[src/rtl/hazard_pkg.sv]
// hazard_pkg: shared definitions for the pipeline hazard unit.
//   FSEL_*      - forwarding-select encodings driven onto the EX operand muxes
//   trk_ctl_t   - control bits of one tracker entry (the destination register
//                 number is kept beside it because its width is a parameter)
//   clog2       - ceiling log2, used for parameter checks at elaboration time
package hazard_pkg;

    localparam int FSEL_RF    = 0;  // operand comes from the register file
    localparam int FSEL_EXMEM = 1;  // operand comes from the EX/MEM stage output
    localparam int FSEL_MEMWB = 2;  // operand comes from the MEM/WB stage output

    typedef struct packed {
        logic valid;    // a real instruction occupies this stage
        logic wr_en;    // it writes its destination register
        logic is_load;  // its result arrives from data memory
    } trk_ctl_t;

    function automatic int clog2(input int value);
        int result;
        int rem;
        result = 0;
        rem    = value - 1;
        while (rem > 0) begin
            result = result + 1;
            rem    = rem >> 1;
        end
        return result;
    endfunction

endpackage

[src/rtl/pipeline_hazard_unit_if.sv]
// pipeline_hazard_unit_if: bundle between the ID stage / branch unit and the
// hazard unit.
//   ID side    : id_valid, id_rs, id_rt, id_use_rs, id_use_rt, id_dst,
//                id_wr_en, id_is_load, ex_branch_taken
//   unit side  : stall, flush, fwd_a, fwd_b, stall_cnt, flush_cnt
// master = pipeline (drives instruction info), slave = hazard unit.
interface pipeline_hazard_unit_if #(
    parameter int REG_W  = 5,
    parameter int FSEL_W = 3,
    parameter int CNT_W  = 16
);
    logic              id_valid;
    logic [REG_W-1:0]  id_rs;
    logic [REG_W-1:0]  id_rt;
    logic              id_use_rs;
    logic              id_use_rt;
    logic [REG_W-1:0]  id_dst;
    logic              id_wr_en;
    logic              id_is_load;
    logic              ex_branch_taken;
    logic              stall;
    logic              flush;
    logic [FSEL_W-1:0] fwd_a;
    logic [FSEL_W-1:0] fwd_b;
    logic [CNT_W-1:0]  stall_cnt;
    logic [CNT_W-1:0]  flush_cnt;

    modport master (
        output id_valid, id_rs, id_rt, id_use_rs, id_use_rt, id_dst,
               id_wr_en, id_is_load, ex_branch_taken,
        input  stall, flush, fwd_a, fwd_b, stall_cnt, flush_cnt
    );

    modport slave (
        input  id_valid, id_rs, id_rt, id_use_rs, id_use_rt, id_dst,
               id_wr_en, id_is_load, ex_branch_taken,
        output stall, flush, fwd_a, fwd_b, stall_cnt, flush_cnt
    );
endinterface

[src/rtl/sat_counter.sv]
// sat_counter: event counter that sticks at all-ones instead of wrapping.
//   clk, rst (sync, active-high), inc (count this cycle), count (value)
module sat_counter #(
    parameter int W = 16
) (
    input  logic         clk,
    input  logic         rst,
    input  logic         inc,
    output logic [W-1:0] count
);
    logic [W-1:0] count_reg;

    always_ff @(posedge clk) begin
        if (rst) begin
            count_reg <= '0;
        end else if (inc && !(&count_reg)) begin
            count_reg <= count_reg + 1'b1;
        end
    end

    assign count = count_reg;
endmodule

[src/rtl/pipeline_hazard_unit.sv]
// pipeline_hazard_unit: forwarding / load-use / branch-flush controller.
//   clk, rst : clock and synchronous active-high reset
//   hz       : slave side of pipeline_hazard_unit_if
// Keeps a shift register of the destination registers of the DEPTH
// instructions past ID (index 0 = EX). stall and flush are combinational;
// the forwarding selects are registered so they line up with the instruction
// when it enters EX.
module pipeline_hazard_unit
    import hazard_pkg::*;
#(
    parameter int REG_W  = 5,
    parameter int DEPTH  = 3,
    parameter int FSEL_W = 3,
    parameter int CNT_W  = 16
) (
    input logic                  clk,
    input logic                  rst,
    pipeline_hazard_unit_if.slave hz
);
    typedef struct packed {
        trk_ctl_t         ctl;
        logic [REG_W-1:0] dst;
    } trk_entry_t;

    generate
        if (DEPTH < 2 || DEPTH > 7) begin : g_bad_depth
            $error("pipeline_hazard_unit: DEPTH out of range 2..7");
        end
        if (FSEL_W < clog2(DEPTH)) begin : g_bad_fsel
            $error("pipeline_hazard_unit: FSEL_W too narrow for DEPTH");
        end
    endgenerate

    trk_entry_t        trk_reg  [DEPTH];
    trk_entry_t        trk_next [DEPTH];
    logic [FSEL_W-1:0] fwd_a_reg, fwd_a_next;
    logic [FSEL_W-1:0] fwd_b_reg, fwd_b_next;
    logic              stall_int;
    logic              flush_int;

    // Register 0 never carries a real dependency.
    function automatic logic match(input trk_entry_t e, input logic [REG_W-1:0] src);
        return e.ctl.valid && e.ctl.wr_en && (e.dst == src) && (src != '0);
    endfunction

    always_comb begin
        flush_int = hz.ex_branch_taken;
        // A taken branch squashes ID anyway, so it suppresses the stall.
        stall_int = hz.id_valid && !flush_int && trk_reg[0].ctl.is_load &&
                    ((hz.id_use_rs && match(trk_reg[0], hz.id_rs)) ||
                     (hz.id_use_rt && match(trk_reg[0], hz.id_rt)));

        // Scan oldest to youngest so the youngest producer overwrites.
        // The last stage is skipped: the register file write-through covers it.
        fwd_a_next = FSEL_W'(FSEL_RF);
        fwd_b_next = FSEL_W'(FSEL_RF);
        for (int j = DEPTH - 2; j >= 0; j--) begin
            if (hz.id_use_rs && match(trk_reg[j], hz.id_rs)) begin
                fwd_a_next = FSEL_W'(j + 1);
            end
            if (hz.id_use_rt && match(trk_reg[j], hz.id_rt)) begin
                fwd_b_next = FSEL_W'(j + 1);
            end
        end
        if (stall_int || flush_int || !hz.id_valid) begin
            fwd_a_next = FSEL_W'(FSEL_RF);
            fwd_b_next = FSEL_W'(FSEL_RF);
        end

        // Stages below ID never freeze: shift every cycle, bubble on stall/flush.
        trk_next[0].ctl.valid   = hz.id_valid && !stall_int && !flush_int;
        trk_next[0].ctl.wr_en   = hz.id_wr_en;
        trk_next[0].ctl.is_load = hz.id_is_load;
        trk_next[0].dst         = hz.id_dst;
        for (int k = 1; k < DEPTH; k++) begin
            trk_next[k] = trk_reg[k-1];
        end
    end

    always_ff @(posedge clk) begin
        if (rst) begin
            for (int k = 0; k < DEPTH; k++) begin
                trk_reg[k] <= '0;
            end
            fwd_a_reg <= '0;
            fwd_b_reg <= '0;
        end else begin
            for (int k = 0; k < DEPTH; k++) begin
                trk_reg[k] <= trk_next[k];
            end
            fwd_a_reg <= fwd_a_next;
            fwd_b_reg <= fwd_b_next;
        end
    end

    assign hz.stall = stall_int;
    assign hz.flush = flush_int;
    assign hz.fwd_a = fwd_a_reg;
    assign hz.fwd_b = fwd_b_reg;

    sat_counter #(.W(CNT_W)) u_stall_cnt (
        .clk   (clk),
        .rst   (rst),
        .inc   (stall_int),
        .count (hz.stall_cnt)
    );

    sat_counter #(.W(CNT_W)) u_flush_cnt (
        .clk   (clk),
        .rst   (rst),
        .inc   (flush_int),
        .count (hz.flush_cnt)
    );
endmodule

[src/flat_wrapper.sv]
// flat-port wrapper written by rule: the top's interface ports become plain ports
module pipeline_hazard_unit_flat import hazard_pkg::*;
#(
    parameter int REG_W  = 5,
    parameter int DEPTH  = 3,
    parameter int FSEL_W = 3,
    parameter int CNT_W  = 16
)
  (clk, rst, hz_id_valid, hz_id_rs, hz_id_rt, hz_id_use_rs, hz_id_use_rt, hz_id_dst, hz_id_wr_en, hz_id_is_load, hz_ex_branch_taken, hz_stall, hz_flush, hz_fwd_a, hz_fwd_b, hz_stall_cnt, hz_flush_cnt);
  pipeline_hazard_unit_if #(.REG_W(REG_W), .FSEL_W(FSEL_W), .CNT_W(CNT_W)) hz_i ();
  input logic clk;
  input logic rst;
  input wire logic [$bits(hz_i.id_valid)-1:0] hz_id_valid;
  input wire logic [$bits(hz_i.id_rs)-1:0] hz_id_rs;
  input wire logic [$bits(hz_i.id_rt)-1:0] hz_id_rt;
  input wire logic [$bits(hz_i.id_use_rs)-1:0] hz_id_use_rs;
  input wire logic [$bits(hz_i.id_use_rt)-1:0] hz_id_use_rt;
  input wire logic [$bits(hz_i.id_dst)-1:0] hz_id_dst;
  input wire logic [$bits(hz_i.id_wr_en)-1:0] hz_id_wr_en;
  input wire logic [$bits(hz_i.id_is_load)-1:0] hz_id_is_load;
  input wire logic [$bits(hz_i.ex_branch_taken)-1:0] hz_ex_branch_taken;
  output wire logic [$bits(hz_i.stall)-1:0] hz_stall;
  output wire logic [$bits(hz_i.flush)-1:0] hz_flush;
  output wire logic [$bits(hz_i.fwd_a)-1:0] hz_fwd_a;
  output wire logic [$bits(hz_i.fwd_b)-1:0] hz_fwd_b;
  output wire logic [$bits(hz_i.stall_cnt)-1:0] hz_stall_cnt;
  output wire logic [$bits(hz_i.flush_cnt)-1:0] hz_flush_cnt;
  assign hz_i.id_valid = hz_id_valid;
  assign hz_i.id_rs = hz_id_rs;
  assign hz_i.id_rt = hz_id_rt;
  assign hz_i.id_use_rs = hz_id_use_rs;
  assign hz_i.id_use_rt = hz_id_use_rt;
  assign hz_i.id_dst = hz_id_dst;
  assign hz_i.id_wr_en = hz_id_wr_en;
  assign hz_i.id_is_load = hz_id_is_load;
  assign hz_i.ex_branch_taken = hz_ex_branch_taken;
  assign hz_stall = hz_i.stall;
  assign hz_flush = hz_i.flush;
  assign hz_fwd_a = hz_i.fwd_a;
  assign hz_fwd_b = hz_i.fwd_b;
  assign hz_stall_cnt = hz_i.stall_cnt;
  assign hz_flush_cnt = hz_i.flush_cnt;
  pipeline_hazard_unit #(.REG_W(REG_W), .DEPTH(DEPTH), .FSEL_W(FSEL_W), .CNT_W(CNT_W)) u_core (.clk(clk), .rst(rst), .hz(hz_i));
endmodule
[config.mk]
export PLATFORM = sky130hd
export DESIGN_NAME = pipeline_hazard_unit_flat
export DESIGN_NICKNAME = d
export VERILOG_FILES = /design/src/rtl/hazard_pkg.sv /design/src/rtl/pipeline_hazard_unit_if.sv /design/src/rtl/sat_counter.sv /design/src/rtl/pipeline_hazard_unit.sv /design/src/flat_wrapper.sv
export SDC_FILE = /design/constraint.sdc
export NUM_CORES = 1
export LEC_CHECK = 0
export ABC_AREA = 1
export BUFFER_PORTS_ARGS = -buffer_cell sky130_fd_sc_hd__buf_4
export CAP_MARGIN = 30
export CORE_MARGIN = 3
export CORE_UTILIZATION = 30
export CTS_CLUSTER_SIZE = 16
export DETAILED_ROUTE_END_ITERATION = 10
export PLACE_DENSITY = 0.52
export SLEW_MARGIN = 20
export SYNTH_ARGS = -nofsm -noshare
export SYNTH_HDL_FRONTEND = slang
export SYNTH_SLANG_ARGS = --single-unit
[constraint.sdc]
create_clock -name clk -period 1.6 [get_ports clk]
set_clock_uncertainty 0.1 [all_clocks]
set_input_delay 0.08 -clock clk [delete_from_list [all_inputs] [get_ports clk]]
set_output_delay 0.08 -clock clk [all_outputs]
set_load 0.01 [all_outputs]
# Word-level counts from Yosys, hierarchy flattened
# Memory sizes are Yosys's and may differ from the RTL's.
# Index checks and enable logic that the tools add are counted.
dict set report op_classes {
  n_addsub 2
  n_eq_ne 4
  muxes 10
  bitwise_logic 3
  n_reduce_logical 36
}
# cell count
set ops {}
lappend ops {{16-bit by 1-bit adder with 16-bit output (second input constant)} 2}
lappend ops {{16-bit AND reduction} 2}
lappend ops {{8-bit 2-to-1 mux} 3}
lappend ops {{1-bit logical AND} 21}
lappend ops {{5-bit == test} 4}
lappend ops {{5-bit nonzero test} 2}
lappend ops {{3-bit OR reduction} 2}
lappend ops {{1-bit zero test} 5}
lappend ops {{1-bit 2-to-1 mux} 5}
lappend ops {{2-bit 2-to-1 mux} 2}
lappend ops {{1-bit logical OR} 3}
lappend ops {{1-bit bitwise OR} 3}
lappend ops {{2-bit OR reduction} 1}
dict set report word_totals {
  reg_bits 36
  ram_bits 24
  in_bits 23
  out_inout_bits 40
  elab_cells 62
  memories 1
}
# memory words word_bits rd rd_ports_with_merged_regs wr line
set memory_table {}
lappend memory_table {u_core.trk_reg 3 8 2 0 3 pipeline_hazard_unit.sv:34} ;# trk_entry_t trk_reg [DEPTH];

# Depth between registers and ports, before layout
# An unclocked memory read counts as a cell.
dict set report depth {
  depth_word 11
  ltp_mapped 13
  mapped_depth_nobuf 13
}

# By module
# A second synthesis with hierarchy kept.
dict set report unflattened {
  hier_cells 427
  area_unflattened_um2 2896.5
}
# module instances cells_each area_each_um2
set by_module_without_submodules {}
lappend by_module_without_submodules {sat_counter 2 146 978.4}
lappend by_module_without_submodules {pipeline_hazard_unit 1 135 939.7}

# Worst setup path before layout
# OpenSTA, ideal clock, no wires.
dict set report synth_timing {
  path_type {reg-to-reg}
  from {reg u_core.u_stall_cnt.count_reg[0] (netlist: u_core.u_stall_cnt.count[0])}
  to {reg u_core.u_stall_cnt.count_reg[5] (netlist: u_core.u_stall_cnt.count[5])}
  setup_ps 136
  arrival_ps 1491
  required_time_ps 1364
  path_slack_ps -127
  stages_incl_launch_ff 8
  period_less_slack_ps 1727
  cell_sequence {dfxtp_1 -> ha_1 -> nand2_2 -> nor2_4 -> nand4_4 -> clkbuf_1 -> nand4_1 -> a21oi_2}
}
dict set report synth_via {
  elab_chain_cells 3
  word_cells_on_any_way 4
  cone_classes {add/sub: 1; reduce/logical: 3}
}
# element line
set synth_rtl {}
lappend synth_rtl {{start: declaration} sat_counter.sv:11} ;# logic [W-1:0] count_reg;
lappend synth_rtl {{start signal: assignment} sat_counter.sv:17} ;# count_reg <= count_reg + 1'b1;
lappend synth_rtl {{parallel branches: the longest is 3 deep, another holds 16-bit by 1-bit adder with 16-bit output} --}
# Several ways; the timed one is not identified.
# A chain may end at the register's enable or synchronous reset.

==> qor.csv <==
metric,value,unit
outcome,"finished, violations left",
failing checks,negative setup slack,
Synth cell types,35,
final setup violation count,10,
core footprint,8980,um^2
clock sinks,51,
H-tree Lvls,2,
vias per cell,4.57,
Comb pwr share,11.1,%
TritonCTS clock tree,built,
Worst Setup End Kind,output port,
DIE AREA,10700,um^2
vias in the first global route,2982,
met2 wire length,4060,um
Root Buffer,clkbuf_8,
layout cells sized above 1,39.8,%
Gate Count Post-Synth,411,
Worst EP required,1420,ps
Routed WL,8360,um
Starting DRT DRC Count,98,
I/O pin cnt,63,
total global routing overflow,0,
synth warn,0,
Non-Filler Instances,656,
FP Rows,34,
Peak supply drop,316,uV
port buffer count,60,
Peak Freq,606,MHz
largest net degree at the start of global routing,28,
Placed Cells,631,
clock buffer depth,2,
top sig layer,met4,
wire length on met3,330,um
post-route cell area,4210,um^2
RSZ-0062 raised after global routing,true,
Tcrit/Tclk final,103,%
DP Area,3730,um^2
"Seq/Total Area, Yosys",35.8,%
ant diodes,0,
# DRC,0,
critical setup path kind,register to output port,
sequential power share,55.0,%
Antenna Nets Post-Route,0,
setup ws final,-50.1,ps
crit path time final,1650,ps
most frequent cells in the layout,"102 x buf_4, 80 x nand2_1, 52 x nor2_1",
cell area after synthesis,2850,um^2
Worst-path clk slew,100,ps
"Avg Cell Area, Syn",6.94,um^2
worst skew pair latency,300,ps
"Slew Viols, Final",0,
pre-CTS setup slack,-42.6,ps
initial antenna violation count,0,
Metal-1 WL,3930,um
CP Launch Type,register,
Psw,0.611,mW
static leakage,1.74,nW
RD Place Congestion,0.848,
Initial Util,31.8,%
"most common cell after layout, fill and taps aside",buf_4,
internal power,1.77,mW
final hold vios,0,
Area Growth Syn to Fin,47.6,%
worst hold path class,input pin to register,
Vias,2998,
first-pass GRT wire length,13900,um
DR WL/cell,12.7,um
die width,104,um
critical path peak fanout,3,
DRT Pass-1 Iters,4,
Sw Ratio,25.6,%
Total Nets Final,554,
clock share of power,33.9,%
"FF+latch count, synth",51,
CP Data Arrival Time,1470,ps
fillers,918,
Pwr per Cell Area,566,nW/um^2
gr usage total,15.5,%
CTS Buf Count,5,
maxcap violations,0,
Die H,104,um
HPWL Detailed,6080,um
==> layer usage <==
layer	track usage, %	up-vias
li1	-	1543
met5	0	-
met2	26.8	60
met1	20.0	1393
met4	3.13	0
met3	2.99	2
==> cells by family (layout without fill, tap and decap cells) <==
group | after synthesis | count (layout) | synth area share [%]
simple gates | 228 | 229 | 37.4
buf+inv | 64 | 181 | 9.69
flops | 51 | 51 | 35.8
compound gates | 41 | 41 | 8.72
xor+xnor | 24 | 24 | 7.37
fa+ha+maj | 2 | 2 | 0.877
other cells | 1 | 2 | 0.131
==> layout make-up <==
cell class | instances | area, um^2 | share of cell area, %
clock buffer | 6 | 82.6 | 1.96
clock inverter | 2 | 13.8 | 0.327
inverter | 52 | 195 | 4.63
multi-input combinational | 298 | 1760 | 41.7
sequential | 51 | 1040 | 24.7
tap | 126 | 158 | 3.74
timing repair buffer | 121 | 963 | 22.9
==> cell usage after synthesis, drive strengths merged <==
master	count	area, um^2
buf	9	70.1
a21oi	29	183
nand2	106	438
a211oi	2	15.0
o22ai	1	6.26
nand3b	1	7.51
inv	51	191
xor2	15	131
nor3b	1	7.51
conb	1	3.75
o21ai	9	45.0
nor4	2	12.5
or2	1	6.26
nor2	67	279
nor3	8	45.0
clkbuf	3	11.3
nand3	18	108
xnor2	9	78.8
dfxtp	51	1020
nand4	24	165
clkinv	1	3.75
ha	2	25.0
==> critical path, cell delays in order, from the launching register on <==
cell and delay [ps]:
dfxtp_2 370, inv_2 50, a21oi_2 120, nand2_1 80, nor2_2 130, nand2_2 80, nand2_4 80, nand2_4 50
nor2_4 100, buf_6 110
==> path summary, 6_finish.rpt <==
| check | from | slack, ps | cells past startpoint | endpoint |
|---|---|---|---|---|
| setup / recovery | u_core.trk_reg[0][3] | -50 | 9 | hz_stall |
| setup reg to reg | u_core.trk_reg[0][3] | -20 | 10 | u_core.u_stall_cnt.count[7] |
| hold reg to reg | u_core.trk_reg[0][6] | 340 | 2 | u_core.trk_reg[0][14] |
| hold / removal | hz_id_rt[0] | 20 | 4 | u_core.hz.fwd_b[1] |
==> power groups by stage <==
stage	Combinational [mW]	Sequential (mW)	Clock (mW)
after floorplan	0.115	1.33	0
after global placement	0.222	1.33	0
after detailed placement	0.222	1.33	0
after CTS	0.246	1.31	0.853
after global routing	0.292	1.31	0.887
final	0.265	1.31	0.809
==> repair_timing <==
item | 4_1_cts | 5_1_grt
hold buffers | 11 | 0
endpoints found under the hold margin | 16 | 0
endpoints found under the setup margin | 20 | 36
resized for setup | 14 | 62
pin swaps | 6 | 19
cloned | 1 | 1
buffers inserted | 2 | 2
==> through the flow <==
step           hold WS (ps)  TNS [ps]  util, %  power [mW]
2_1_floorplan          87.0         0        -        1.45
3_3_place_gp            186      -388     41.6        1.56
3_5_place_dp            190      -384     41.6        1.56
4_1_cts                13.5     -1220     44.6        2.40
5_1_grt                17.2     -2140     46.9        2.49
6_report               19.5      -126     46.9        2.38
Power figures use the tool's default switching activity.
